**config.mk**
```make
export PLATFORM = sky130hd
export DESIGN_NAME = somador_serial_param
export DESIGN_NICKNAME = d
export VERILOG_FILES = /design/src/rtl/somador_serial_param.sv
export SDC_FILE = /design/constraint.sdc
export NUM_CORES = 1
export LEC_CHECK = 0
export CORE_UTILIZATION = 45
export CTS_BUF_LIST = sky130_fd_sc_hd__clkbuf_4 sky130_fd_sc_hd__clkbuf_8 sky130_fd_sc_hd__clkbuf_16
export DETAILED_ROUTE_END_ITERATION = 6
export DONT_BUFFER_PORTS = 1
export PLACE_DENSITY = 0.65
export SYNTH_ARGS = -nofsm -noshare
export SYNTH_HDL_FRONTEND = slang
export SYNTH_SLANG_ARGS = --single-unit
```
**constraint.sdc**
```tcl
create_clock -name clk -period 3.53 [get_ports clk]
set_input_delay 1.059 -clock clk [delete_from_list [all_inputs] [get_ports clk]]
set_output_delay 1.059 -clock clk [all_outputs]
set_load 0.05 [all_outputs]
```
**src/rtl/somador_serial_param.sv**
```systemverilog
// -----------------------------------------------------------------------------
// somador_serial_param
//   Digit-serial adder/subtractor. Each RUN cycle adds DIGIT bits, least
//   significant digit first, and keeps the carry in a register between digits.
//   A start/busy/done handshake sequences operations. Results are published
//   only when an operation completes, so partial sums are never visible.
//
// Parameters
//   WIDTH  operand width in bits (a multiple of DIGIT)
//   DIGIT  bits processed per clock; DIGIT == WIDTH gives single-cycle add
//
// Ports
//   clk        rising-edge clock
//   rst_n      synchronous active-low reset
//   start      request, accepted in IDLE or DONE
//   sub        0: num1 + num2, 1: num1 - num2 (sampled with start)
//   num1/num2  operands (sampled with start)
//   busy       high while digits are processed (RUN)
//   done       one-cycle pulse: resultado/overflow were just updated
//   resultado  [WIDTH-1:0] sum/difference, [WIDTH] carry (add) / borrow (sub)
//   overflow   signed two's-complement overflow of the last operation
// -----------------------------------------------------------------------------
module somador_serial_param #(
  parameter int WIDTH = 8,
  parameter int DIGIT = 4
) (
  input  logic             clk,
  input  logic             rst_n,
  input  logic             start,
  input  logic             sub,
  input  logic [WIDTH-1:0] num1,
  input  logic [WIDTH-1:0] num2,
  output logic             busy,
  output logic             done,
  output logic [WIDTH:0]   resultado,
  output logic             overflow
);

  localparam int N  = WIDTH / DIGIT;
  localparam int CW = (N > 1) ? $clog2(N) : 1;
  localparam logic [CW-1:0] LAST = CW'(N - 1);

  if ((WIDTH % DIGIT) != 0) begin : g_bad_width
    $error("somador_serial_param: WIDTH (%0d) must be a multiple of DIGIT (%0d)", WIDTH, DIGIT);
  end

  typedef enum logic [1:0] {IDLE, RUN, DONE} state_t;

  state_t           state_q, state_d;
  logic [WIDTH-1:0] a_q, b_q, shadow_q;
  logic             sub_q, a_sign_q, b_sign_q, carry_q;
  logic [CW-1:0]    count_q;

  logic [DIGIT-1:0] a_dig, b_dig, dig_sum;
  logic             dig_cout;
  logic [WIDTH-1:0] merged;
  logic             last_digit, load, ovf_next;

  // Operands are shifted right every RUN cycle, so the active digit is always
  // the low DIGIT bits; the shadow register fills from the top, which leaves
  // the full result aligned after N digits.
  always_comb begin
    // NOTE: every always_comb output gets a default first so no path can infer a latch.
    a_dig    = a_q[DIGIT-1:0];
    b_dig    = sub_q ? ~b_q[DIGIT-1:0] : b_q[DIGIT-1:0];
    {dig_cout, dig_sum} = {1'b0, a_dig} + {1'b0, b_dig} + (DIGIT+1)'(carry_q);
    merged   = (shadow_q >> DIGIT) | (WIDTH'(dig_sum) << (WIDTH - DIGIT));
    last_digit = (count_q == LAST);
    load     = start && (state_q != RUN);
    // Original operand signs are kept apart because the operand registers
    // are consumed by the shifting.
    ovf_next = sub_q ? ((a_sign_q != b_sign_q) && (merged[WIDTH-1] != a_sign_q))
                     : ((a_sign_q == b_sign_q) && (merged[WIDTH-1] != a_sign_q));
  end

  always_comb begin
    state_d = state_q;
    case (state_q)
      IDLE:    if (start) state_d = RUN;
      RUN:     if (last_digit) state_d = DONE;
      DONE:    state_d = start ? RUN : IDLE;
      default: state_d = IDLE;
    endcase
  end

  assign busy = (state_q == RUN);
  assign done = (state_q == DONE);

  always_ff @(posedge clk) begin
    // NOTE: sequential state uses non-blocking assignments so every register
    // samples pre-edge values regardless of statement order.
    if (!rst_n) begin
      state_q   <= IDLE;
      a_q       <= '0;
      b_q       <= '0;
      shadow_q  <= '0;
      sub_q     <= 1'b0;
      a_sign_q  <= 1'b0;
      b_sign_q  <= 1'b0;
      carry_q   <= 1'b0;
      count_q   <= '0;
      resultado <= '0;
      overflow  <= 1'b0;
    end else begin
      state_q <= state_d;
      if (load) begin
        a_q      <= num1;
        b_q      <= num2;
        sub_q    <= sub;
        a_sign_q <= num1[WIDTH-1];
        b_sign_q <= num2[WIDTH-1];
        carry_q  <= sub;           // +1 of the two's complement of num2
        count_q  <= '0;
      end else if (state_q == RUN) begin
        a_q      <= a_q >> DIGIT;
        b_q      <= b_q >> DIGIT;
        shadow_q <= merged;
        carry_q  <= dig_cout;
        count_q  <= last_digit ? '0 : count_q + CW'(1);
        if (last_digit) begin
          // Subtraction reports borrow, the inverse of the final carry.
          resultado <= {sub_q ? ~dig_cout : dig_cout, merged};
          overflow  <= ovf_next;
        end
      end
    end
  end

endmodule

```
======== Word level (Yosys, flattened, before mapping) ========
Index checks and enable logic that the tools add are counted.
cells by class
  $add $sub $neg .......................... 3
  equality and inequality tests ........... 8
  shifts and indexed selects .............. 0
  muxes and demuxes ....................... 14
  order comparisons ....................... 0
  bitwise logic cells ..................... 5
  multipliers ............................. 0
  reductions and logical operators ........ 9
  divide/modulo/power cells ............... 0
operator list
  operator               number
  $mux W8                4
  $or A4 B8 Y8           1
  $mux W1                6
  $pmux W2 S3            1
  $add A4 B4 Y5          1
  $add A5 B1 Y5          1
  $mux W2                2
  $mux W4                1
  $ne A2 B1 Y1 const B   2
  $not A4 Y4             1
  $reduce_and A2 Y1      2
  $logic_and A1 B1 Y1    3
  $not A1 Y1             3
  $reduce_and A3 Y1      1
  $eq A2 B1 Y1 const B   1
  $eq A2 B2 Y1 const B   1
  $logic_not A2 Y1       1
  $ne A1 B1 Y1           2
  $ne A2 B2 Y1 const B   1
  $reduce_bool A2 Y1     1
  $reduce_or A2 Y1       1
  $add A1 B1 Y1 const B  1
  $eq A1 B1 Y1           1
word-level totals
  memories kept ........................... 0
  memory bits (writable) .................. 0
  output and inout bits ................... 12
  bits in registers ....................... 41
  latch bits .............................. 0
  ROM bits ................................ 0

======== Longest topological paths before layout ========
Gate-level depths: netlist (run 1).
  depth after elaboration ................. 8
  gate-level depth with buffers ........... 8
  depth with buffers taken out ............ 7

======== Least setup slack after synthesis (run 1) ========
Ideal clock, no wire load.
  path kind ............................... reg2out
  from .................................... register state_q[1]
  to ...................................... output port done
  slack ................................... 1.462 ns
  cell stages (with the launch flop) ...... 2
  buffers on the path ..................... 0
  arrival ................................. 1.009 ns
  path through ............................ dfxtp_1 -> nor2b_1
between the ends
  cells in the longest elaborated chain, start to end .. 1
ends and longest elaborated chain
  what                    line  text
  start, declared         49    state_t state_q, state_d;
  start signal, assigned  105   state_q <= state_d;
  $eq A2 B2 Y1            87    assign done = (state_q == DONE);
  end, declared           34    output logic done,
Every way passes these cells.

======== Worst setup path in the final report (run 1) ========
Ends and elaborated chain as after synthesis.

==> results of run 1 <==
registers in the layout, indices dropped and copies added (netlist names):
name / cells
resultado: 9
a_q: 8
b_q: 8
shadow_q: 4
state_q: 2
a_sign_q: 1
b_sign_q: 1
carry_q: 1
count_q: 1
overflow: 1
sub_q: 1
cells by family (layout without fill, tap and decap cells):
| kind of cell | count (synthesis) | in the layout | share of synthesized area [%] |
|---|---|---|---|
| AO/OA/AOI/OAI | 36 | 36 | 17.19 |
| AND/OR/NAND/NOR | 64 | 64 | 16.89 |
| multiplexers | 14 | 14 | 8.333 |
| XOR/XNOR | 6 | 6 | 3.125 |
| flip-flops | 37 | 37 | 44.05 |
| buffers and inverters | 19 | 15 | 5.059 |
| adder cells (fa/ha/maj) | 6 | 6 | 5.357 |
metrics by stage:
stage	total power, mW	setup slack (ns)	hold WS, ns	instances	cell area (um^2)
floorplan	0.5965	1.462	0.4411	182	1682
global placement	0.6067	1.412	0.4490	217	1688
detailed placement	0.6122	1.331	0.4573	217	1688
CTS	0.9117	1.122	0.4670	224	1778
global route	0.9506	1.071	0.4899	224	1778
finish	0.8979	1.140	0.4635	224	1778
synth_stat cells, drive strengths merged:
library cell	count
dfxtp	37
nand2	35
mux2i	14
a21boi	12
o211a	12
nor2	11
nand3	8
buf	7
inv	7
clkbuf	5
ha	4
nor2b	4
xor2	4
o211ai	3
o21ai	3
a21o	2
fa	2
xnor2	2
a21oi	1
a31oi	1
and2	1
and3	1
and3b	1
nand2b	1
nor3b	1
o21a	1
o31ai	1
or3	1
layer usage:
layer	wire length (um)	share of wire (%)	vias to the layer above
li1	-	-	604
met1	1442	47	557
met2	1391	46	26
met3	165	5.4	5
met4	44	1.4	0
met5	0	0	-
power by group:
group | switching, mW | internal, mW
Combinational | 0.0695 | 0.0618
Clock | 0.134 | 0.162
Sequential | 0.0258 | 0.445
Total | 0.229 | 0.669
how the worst min path moves through the flow:
stage	cells after the start	startpoint	to
6_report	2	shadow_q[6]	resultado[2]
5_1_grt	2	shadow_q[7]	shadow_q[7]
4_1_cts	2	shadow_q[6]	shadow_q[6]
3_5_place_dp	2	shadow_q[6]	shadow_q[6]
3_3_place_gp	2	shadow_q[7]	resultado[3]
2_1_floorplan	2	shadow_q[4]	resultado[0]
area by class of cell:
class	count	area, um^2	share of cell area, %
clock buffer	7	90.09	5.067
multi-input combinational	126	855.8	48.13
tap	46	57.56	3.237
inverter	7	26.28	1.478
sequential	37	740.7	41.66
timing repair buffer	1	7.507	0.4222
==> impl_summary.txt, run 1 <==
----------------------------------------------------
[Cells and area]
  Share of post-route cells with drive strength above 1 ... around 5.6%
  Most used cells in the layout excluding fill and tap cells ... sky130_fd_sc_hd__dfxtp_1, sky130_fd_sc_hd__nand2_1, sky130_fd_sc_hd__mux2i_1, sky130_fd_sc_hd__o211a_1
  Final core utilization ... 51.26%
  Synth-to-Final Area Change ... 5.729%
  Most common library cell in the layout ignoring fill and taps ... sky130_fd_sc_hd__dfxtp_1
  Layout Nets ... between 200 and 250
  Number of inserted filler cells in the final layout ... roughly 340
  Antenna fix cells ... 0

[Worst setup path]
  Critical path class ... reg -> out
  Number of buffers and inverters on the critical path ... 0
  Data required, critical path ... ~2.5 ns
  R2r setup slk ... around 1.3 ns
  CP delay by family, top ... simple AND/OR/NAND/NOR gates
  Startpoint of the lowest-slack register-to-register path ... sub_q
  Termination of the worst setup path ... done
  Critical-path cell list ... nor2b_1
  Reg-to-Reg End ... resultado[8]
  Kind of capture point of the worst setup path ... primary output
  Maximum fanout encountered on the critical timing path ... 2
  Data arrival, critical path ... between 1 and 1.5 ns
  Critical-path cell with the highest stage delay ... sky130_fd_sc_hd__nor2b_1
  Critical path startpoint category ... flop
  Number of cells traversed by the worst register-to-register path ... 7
  Largest stage delay, worst path ... 0.74 ns
  CP startpoint ... state_q[1]
  Critical path depth ... 1

[Clock network]
  Clock edge transition at the registers on the reported setup and hold paths ... about 0.060 ns
  CTS H-tree depth ... 2
  Worst skew pair latency ... about 0.28 ns
  Cell chosen for the clock root ... sky130_fd_sc_hd__clkbuf_8
  Number of sinks driven by the clock tree ... 37
  Clock tree from TritonCTS ... done
  # hold bufs at CTS ... 0
  Cts bufs inserted ... 5
  Maximum clock insertion buffer count ... 2
  Post-CTS resize count ... 0
  Post-CTS setup-driven buffer insertion count ... 0

[Route]
  Detailed-routing iteration count for the pre-antenna-repair pass ... 4
  Post-DR wirelength/cell ... between 10 and 15 um
  1st-iter DRT viols ... 74
  Post-detailed-route via-to-cell ratio ... 5.321
  Routed vias ... between 1000 and 1500
  Final routed wirelength across all metal layers ... between 3 and 4 mm
  Remaining antenna violation count after routing ... 0
  DRC Markers ... 0

[Floorplan]
  # rows ... 21
  Die Area ... 3985 um^2
  Starting density of the core ... 48.48%
  Horiz. Die Dim ... ~63 um
  Area of the placeable core ... 3468 um^2
  Chip height ... between 60 and 70 um
  I/O pin total ... 32

[Job]
  Max-cap violations ... 0

[Power and ir drop]
  Maximum ir drop on the vdd rail ... about 0.21 mV
  Total power per unit cell area ... 505.0 nW/um^2
  Static leakage ... roughly 0.85 nW

[Synthesis]
  Post-synthesis sequential element count ... 37
  Post-synth net total ... 208
  Sequential share of the synthesized area ... between 40 and 50%
  Most area-consuming cells after synthesis ... sky130_fd_sc_hd__dfxtp_1, sky130_fd_sc_hd__mux2i_1, sky130_fd_sc_hd__nand2_1
  Distinct cell type count after synthesis ... 31
  Fraction of post-synthesis cell area in the top cell type by area ... around 44%
  Cell type with the highest aggregate area in the netlist ... sky130_fd_sc_hd__dfxtp_1
  Cell Area, Synth ... 1682 um^2
  Post-Syn Instances ... between 150 and 200
  Mean Syn Cell Area ... around 9.2 um^2
  Number of synthesis warnings ... 0

[Outcome]
  Status ... finished, final reports clean

[Timing]
  Max-slew headroom at the worst pin ... between 30% and 40%
  RSZ-0062 raised after global routing ... no
  Fin crit share ... between 60% and 70%
  Measured slew at the worst slew-check pin ... roughly 0.93 ns
  Final Slew Violations ... 0
  Post-route clock skew ... 0.005388 ns
  Final hold violations ... 0
  Number of setup violations in the final report ... 0
  Minimum period implied by the final worst setup slack ... between 2 and 2.5 ns
  Highest attainable clock frequency ... 418.4 MHz
  Setup TNS after final layout ... 0 ns

[Worst hold path]
  Hold crit path type ... reg -> reg

[Global route]
  Global-route wire length before repair ... about 5.2 mm
  Met3 track utilization from global routing ... 5.072%
  Met1 GRT Util ... approximately 21%
  Initial antenna violation count ... 0
  Total overflow reported by the global router ... 0
  Pin count of the biggest net entering global routing ... 31
  Number of global-route vias before repair ... 1121
  Met2 track demand over resource in global routing ... between 20% and 30%
  Most crowded layer after global routing ... met2
  Total routing resource utilization after global routing ... 17.03%

[Placement]
  Number of buffers added on ports ... 0
  HPWL after detailed placement ... approximately 2.2 mm
  Routability Congestion ... 0.8109

----------------------------------------------------
No activity file was read; power rests on OpenSTA's default activity.
==> run 2, diff against run 1 <==
PLACE_DENSITY = 0.67   (was 0.65)
clock period = 2.1 ns   (was 3.53 ns; I/O delays follow)
==> impl_summary.txt, run 2 (synthesis results as in run 1) <==
----------------------------------------------------
[Outcome]
  Status ... finished, final reports clean

[Worst setup path]
  Critical path class ... reg -> reg
  Critical-path cell with the highest stage delay ... sky130_fd_sc_hd__or3_4
  Number of buffers and inverters on the critical path ... 1
  CP delay by family, top ... simple AND/OR/NAND/NOR gates
  Maximum fanout encountered on the critical timing path ... 7
  Data arrival, critical path ... ~2.2 ns
  Critical-path cell list ... buf_4 > xor2_2 > ha_1 > and3b_1 > or3_4 > a21o_1 > a31oi_1
  R2r setup slk ... between 0.1 and 0.15 ns
  Critical path startpoint category ... flop
  Data required, critical path ... between 2 and 2.5 ns
  Largest stage delay, worst path ... 0.38 ns
  Kind of capture point of the worst setup path ... flop

[Clock network]
  Maximum clock insertion buffer count ... 2
  Clock tree from TritonCTS ... done
  Number of sinks driven by the clock tree ... 37
  CTS H-tree depth ... 2
  Cts bufs inserted ... 5
  Post-CTS setup-driven buffer insertion count ... 0
  Clock edge transition at the registers on the reported setup and hold paths ... roughly 0.07 ns
  # hold bufs at CTS ... 0
  Worst skew pair latency ... around 0.28 ns
  Post-CTS resize count ... 0
  Cell chosen for the clock root ... sky130_fd_sc_hd__clkbuf_8

[Timing]
  Final Slew Violations ... 0
  Setup TNS after final layout ... 0 ns
  Minimum period implied by the final worst setup slack ... just under 2 ns
  Final hold violations ... 0
  Worst-case hold slack ... roughly 0.46 ns
  Measured slew at the worst slew-check pin ... around 0.55 ns
  RSZ-0062 raised after global routing ... no
  Fin crit share ... 94.41%
  Max-slew headroom at the worst pin ... a little under two thirds
  Post-route clock skew ... ~0.0056 ns
  Number of setup violations in the final report ... 0
  Highest attainable clock frequency ... between 500 and 600 MHz

[Global route]
  Pin count of the biggest net entering global routing ... 31
  Initial antenna violation count ... 0
  Number of global-route vias before repair ... 1152
  Total overflow reported by the global router ... 0
  Global-route wire length before repair ... between 5 and 6 mm
  Total routing resource utilization after global routing ... roughly 17%

[Cells and area]
  Number of inserted filler cells in the final layout ... 328
  Largest Register ... resultado
  Post-Layout Cell Count ... around 230
  Share of post-route cells with drive strength above 1 ... under 10%
  Most common library cell in the layout ignoring fill and taps ... sky130_fd_sc_hd__dfxtp_1
  Max FFs per register ... 9
  Post-route standard cell area excluding fillers ... between 1500 and 2000 um^2
  Largest registers in the final layout ... resultado x9, a_q x8, b_q x8
  Synth-to-Final Area Change ... 8.631%
  Layout Nets ... 207
  Most used cells in the layout excluding fill and tap cells ... sky130_fd_sc_hd__dfxtp_1, sky130_fd_sc_hd__nand2_1, sky130_fd_sc_hd__mux2i_1, sky130_fd_sc_hd__o211a_1
  Antenna fix cells ... 0

[Route]
  DRC Markers ... 0
  Post-DR wirelength/cell ... roughly 14 um
  Final routed wirelength across all metal layers ... between 3 and 4 mm
  1st-iter DRT viols ... 73
  Routed vias ... 1212
  Post-detailed-route via-to-cell ratio ... about 5.3
  Remaining antenna violation count after routing ... 0
  Detailed-routing iteration count for the pre-antenna-repair pass ... 4

[Power and ir drop]
  Maximum ir drop on the vdd rail ... 0.6217 mV
  Total power per unit cell area ... ~850 nW/um^2
  Static leakage ... 0.8690 nW

[Floorplan]
  # rows ... 21
  Starting density of the core ... around half
  I/O pin total ... 32
  Die Area ... approximately 4000 um^2
  Horiz. Die Dim ... around 63 um
  Chip height ... approximately 63 um
  Area of the placeable core ... between 3000 and 4000 um^2

[Placement]
  HPWL after detailed placement ... around 2.2 mm
  Number of buffers added on ports ... 0
  Instance area after placement ... 1710 um^2
  Routability Congestion ... about 0.80
  Instance count after placement with tap cells included ... 220

[Worst hold path]
  Hold crit path type ... reg -> reg

[Job]
  Max-cap violations ... 0

----------------------------------------------------
run 2: cell count changes in the layout (fill, tap and decap cells not counted):
cell                       delta
sky130_fd_sc_hd__xor2_1       -2
sky130_fd_sc_hd__xor2_2       +2
sky130_fd_sc_hd__clkbuf_4     -1
sky130_fd_sc_hd__clkbuf_8     +1
sky130_fd_sc_hd__clkinv_2     +1
sky130_fd_sc_hd__o21ai_1      +1
sky130_fd_sc_hd__o21ai_0      -1
sky130_fd_sc_hd__buf_4        +3
run 2: final cells by class:
| cell class | count | area (um^2) | share of cell area (%) |
|---|---|---|---|
| Inverter | 7 | 26.28 | 1.438 |
| Clock buffer | 7 | 96.34 | 5.274 |
| Clock inverter | 1 | 5.005 | 0.2740 |
| Multi-Input combinational cell | 126 | 870.8 | 47.67 |
| Timing Repair Buffer | 4 | 30.03 | 1.644 |
| Tap cell | 46 | 57.56 | 3.151 |
| Sequential cell | 37 | 740.7 | 40.55 |
run 2: routing by layer:
metal / vias up / global-route usage (%) / share of wire, %
li1: 616 / - / -
met1: 570 / 18.31 / 45
met2: 24 / 28.36 / 48
met3: 2 / 7.246 / 7.0
met4: 0 / 6.105 / 0.58
met5: - / 0 / 0
run 2: where the power goes:
part           internal, mW  switching (mW)
clock network         0.296           0.237
registers             0.747          0.0424
logic                 0.109           0.120
run 2: worst paths after layout:
path | from | endpoint | cells past startpoint
worst min register to register | shadow_q[6] | resultado[2] | 2
worst max register to register | sub_q | overflow | 7
worst min-delay path | shadow_q[6] | resultado[2] | 2
worst max-delay path | sub_q | overflow | 7
run 2: worst min-delay path, stage by stage (launching register included):
cell                       delay [ns]
sky130_fd_sc_hd__dfxtp_1         0.31
sky130_fd_sc_hd__nand2_1         0.05
sky130_fd_sc_hd__a21boi_0        0.06
run 2: per-stage QoR:
stage	total power [mW]	util [%]	setup slack, ns
2_1_floorplan	1.003	-	0.1002
3_3_place_gp	1.024	49.31	0.1932
3_5_place_dp	1.030	49.31	0.1150
4_1_cts	1.559	52.24	0.09700
5_1_grt	1.633	52.67	0.004660
6_report	1.552	52.67	0.1175
==> run 3, diff against run 2 <==
ABC_AREA = 1   (was not set)
ABC_CLOCK_PERIOD_IN_PS = 2100   (was not set)
==> impl_summary.txt, run 3 <==
----------------------------------------------------
[Synthesis]
  Fraction of post-synthesis cell area in the top cell type by area ... between 40% and 50%
  Post-synthesis sequential element count ... 37
  Predominant post-synthesis flop cell ... sky130_fd_sc_hd__dfxtp_1
  Cell type with the highest aggregate area in the netlist ... sky130_fd_sc_hd__dfxtp_1
  Cell with the most instances after synthesis ... sky130_fd_sc_hd__nand2_1
  Distinct cell type count after synthesis ... 31
  Post-synth net total ... between 200 and 250
  Cell Area, Synth ... 1724 um^2
  Sequential share of the synthesized area ... between 40% and 50%
  Most area-consuming cells after synthesis ... sky130_fd_sc_hd__dfxtp_1, sky130_fd_sc_hd__nand2_1, sky130_fd_sc_hd__inv_1
  Number of synthesis warnings ... 0
  Share of synthesized registers carrying an async set or reset ... 0%
  Post-Syn Instances ... around 220
  Count of flip-flops with a built-in enable after synthesis ... 0
  Synth cell count leaders ... sky130_fd_sc_hd__nand2_1, sky130_fd_sc_hd__dfxtp_1, sky130_fd_sc_hd__inv_1
  Mean Syn Cell Area ... around 7.9 um^2

[Worst setup path]
  Critical path startpoint category ... flop
  Data arrival, critical path ... 2.10 ns
  Critical path class ... reg -> reg
  Data required, critical path ... between 2 and 2.5 ns
  CP startpoint ... b_q[0]
  Startpoint of the lowest-slack register-to-register path ... b_q[0]
  Kind of capture point of the worst setup path ... flop
  Maximum fanout encountered on the critical timing path ... 3

[Timing]
  Final Slew Violations ... 0
  Max-slew headroom at the worst pin ... a little under two thirds
  Post-route clock skew ... slightly below 0.004 ns
  Fin crit share ... 90.78%
  RSZ-0062 raised after global routing ... no
  Final Worst Setup Slack ... between 0.15 and 0.2 ns
  Minimum period implied by the final worst setup slack ... 1.906 ns
  Measured slew at the worst slew-check pin ... ~0.54 ns
  Setup TNS after final layout ... 0 ns
  Final hold violations ... 0
  Number of setup violations in the final report ... 0
  Highest attainable clock frequency ... between 500 and 600 MHz

[Placement]
  Pre-CTS setup slack ... ~0.12 ns
  Number of buffers added on ports ... 0
  HPWL after detailed placement ... between 2 and 2.5 mm
  Instance count after placement with tap cells included ... 261
  Routability Congestion ... between 0.7 and 0.8

[Cells and area]
  Largest registers in the final layout ... resultado x9, a_q x8, b_q x8
  Max FFs per register ... 9
  Largest Register ... resultado
  Layout Nets ... between 200 and 250
  Most common library cell in the layout ignoring fill and taps ... sky130_fd_sc_hd__nand2_1
  Synth-to-Final Area Change ... 7.112%
  Most used cells in the layout excluding fill and tap cells ... sky130_fd_sc_hd__nand2_1, sky130_fd_sc_hd__dfxtp_1, sky130_fd_sc_hd__inv_1, sky130_fd_sc_hd__a21oi_1, sky130_fd_sc_hd__nor2_1
  Antenna fix cells ... 0
  Final core utilization ... a little over 50%
  Share of post-route cells with drive strength above 1 ... 12.67%
  Post-Layout Cell Count ... about 270

[Global route]
  Total routing resource utilization after global routing ... between 10% and 20%
  Number of global-route vias before repair ... ~1200
  Initial antenna violation count ... 0
  Pin count of the biggest net entering global routing ... 24
  Global-route wire length before repair ... 5.444 mm
  Total overflow reported by the global router ... 0

[Clock network]
  Clock edge transition at the registers on the reported setup and hold paths ... around 0.07 ns
  Maximum clock insertion buffer count ... 2
  CTS H-tree depth ... 2
  # hold bufs at CTS ... 0
  Worst skew pair latency ... 0.29 ns
  Number of sinks driven by the clock tree ... 37
  Clock tree from TritonCTS ... done
  Cell chosen for the clock root ... sky130_fd_sc_hd__clkbuf_8
  Cts bufs inserted ... 5

[Floorplan]
  # rows ... 22
  Die Area ... just over 4000 um^2
  Chip height ... ~64 um
  Starting density of the core ... 47.10%
  Area of the placeable core ... between 3000 and 4000 um^2
  I/O pin total ... 32
  Horiz. Die Dim ... between 60 and 70 um

[Route]
  Detailed-routing iteration count for the pre-antenna-repair pass ... 4
  Post-DR wirelength/cell ... 11.85 um
  1st-iter DRT viols ... 67
  Final routed wirelength across all metal layers ... between 3 and 4 mm
  DRC Markers ... 0
  Remaining antenna violation count after routing ... 0
  Post-detailed-route via-to-cell ratio ... 4.814
  Routed vias ... 1295

[Power and ir drop]
  Sequential Power Share ... 50.5%
  Total internal power ... ~1.1 mW
  Maximum ir drop on the vdd rail ... slightly above 0.4 mV
  Static leakage ... around 0.86 nW
  Proportion of total power due to net switching ... between 20% and 30%
  Relative contribution of combinational cells to total power ... ~14%
  Total power per unit cell area ... approximately 840 nW/um^2
  Part of the power in the clock network ... a little over a third
  Post-route total power ... roughly 1.5 mW
  Net Sw Power ... around 430 uW

[Outcome]
  Status ... finished, final reports clean

[Worst hold path]
  Hold path start ... rst_n
  Hold crit path type ... in -> reg

[Job]
  Max-cap violations ... 0

----------------------------------------------------
run 3: cell count changes after synthesis, sizes merged, moves of 2 or more:
cell / before / now
mux2i: 14 / 0
a21oi: 1 / 18
inv: 7 / 31
nor2b: 4 / 0
a21o: 2 / 0
a21boi: 12 / 0
nand2: 35 / 56
nor2: 11 / 16
clkbuf: 5 / 0
nand3: 8 / 12
o21ai: 3 / 19
o211a: 12 / 0
xor2: 4 / 2
run 3: metrics by stage:
step / cell area (um^2) / hold slack [ns]
after global placement: 1745 / 0.4505
final: 1847 / 0.4392
after floorplan: 1724 / 0.4390
after CTS: 1847 / 0.4288
after global routing: 1847 / 0.4332
after detailed placement: 1745 / 0.4528
run 3: worst paths after layout:
check | end | slack (ns) | depth (start not counted)
setup / recovery | resultado[8] | 0.19 | 7
hold reg to reg | b_q[4] | 0.46 | 2
setup reg to reg | resultado[8] | 0.19 | 7
hold / removal | b_q[3] | 0.44 | 2
run 3: logic make-up after synthesis:
kind of cell             Yosys count  synth area share (%)
buffers and inverters             40                 11.10
AND/OR/NAND/NOR                   84                 22.64
AO/OA/AOI/OAI                     46                 15.53
XOR/XNOR                           5                 2.540
flip-flops                        37                 42.96
adder cells (fa/ha/maj)            6                 5.225
run 3: timing repair:
item / in CTS / in global routing
resized for setup: 0 / 1
endpoints found under the hold margin: 0 / 0
setup buffers: 0 / 0
endpoints found under the setup margin: 0 / 1
run 3: power groups by stage:
stage	clock network (mW)	registers, mW	logic (mW)
2_1_floorplan	0	0.792	0.197
5_1_grt	0.588	0.784	0.253
3_3_place_gp	0	0.795	0.222
4_1_cts	0.559	0.780	0.225
3_5_place_dp	0	0.796	0.224
6_report	0.542	0.780	0.222
run 3: area by class of cell:
cell class | instances | area [um^2]
clock buffers | 7 | 96.34
clock inverters | 1 | 5.005
fillers | 368 | 1814
inverters | 32 | 130.1
multi-input cells | 141 | 792.0
flip-flops and latches | 37 | 740.7
well taps | 48 | 60.06
repair buffers | 3 | 22.52
run 3: worst max-delay path, stage by stage (launching register included):
cell,delay (ns)
sky130_fd_sc_hd__dfxtp_1,0.33
sky130_fd_sc_hd__xnor2_1,0.13
sky130_fd_sc_hd__fa_1,0.42
sky130_fd_sc_hd__fa_1,0.43
sky130_fd_sc_hd__o21ai_1,0.23
sky130_fd_sc_hd__o21ai_1,0.08
sky130_fd_sc_hd__a21oi_1,0.13
sky130_fd_sc_hd__nor2_1,0.05
run 3: per-layer routing:
layer / GRT usage, % / wire length, um / vias up
met2: 27.13 / 1375 / 33
met3: 5.179 / 196 / 7
li1: - / - / 699
met5: 0 / 0 / -
met1: 22.10 / 1549 / 556
met4: 10.23 / 68 / 0
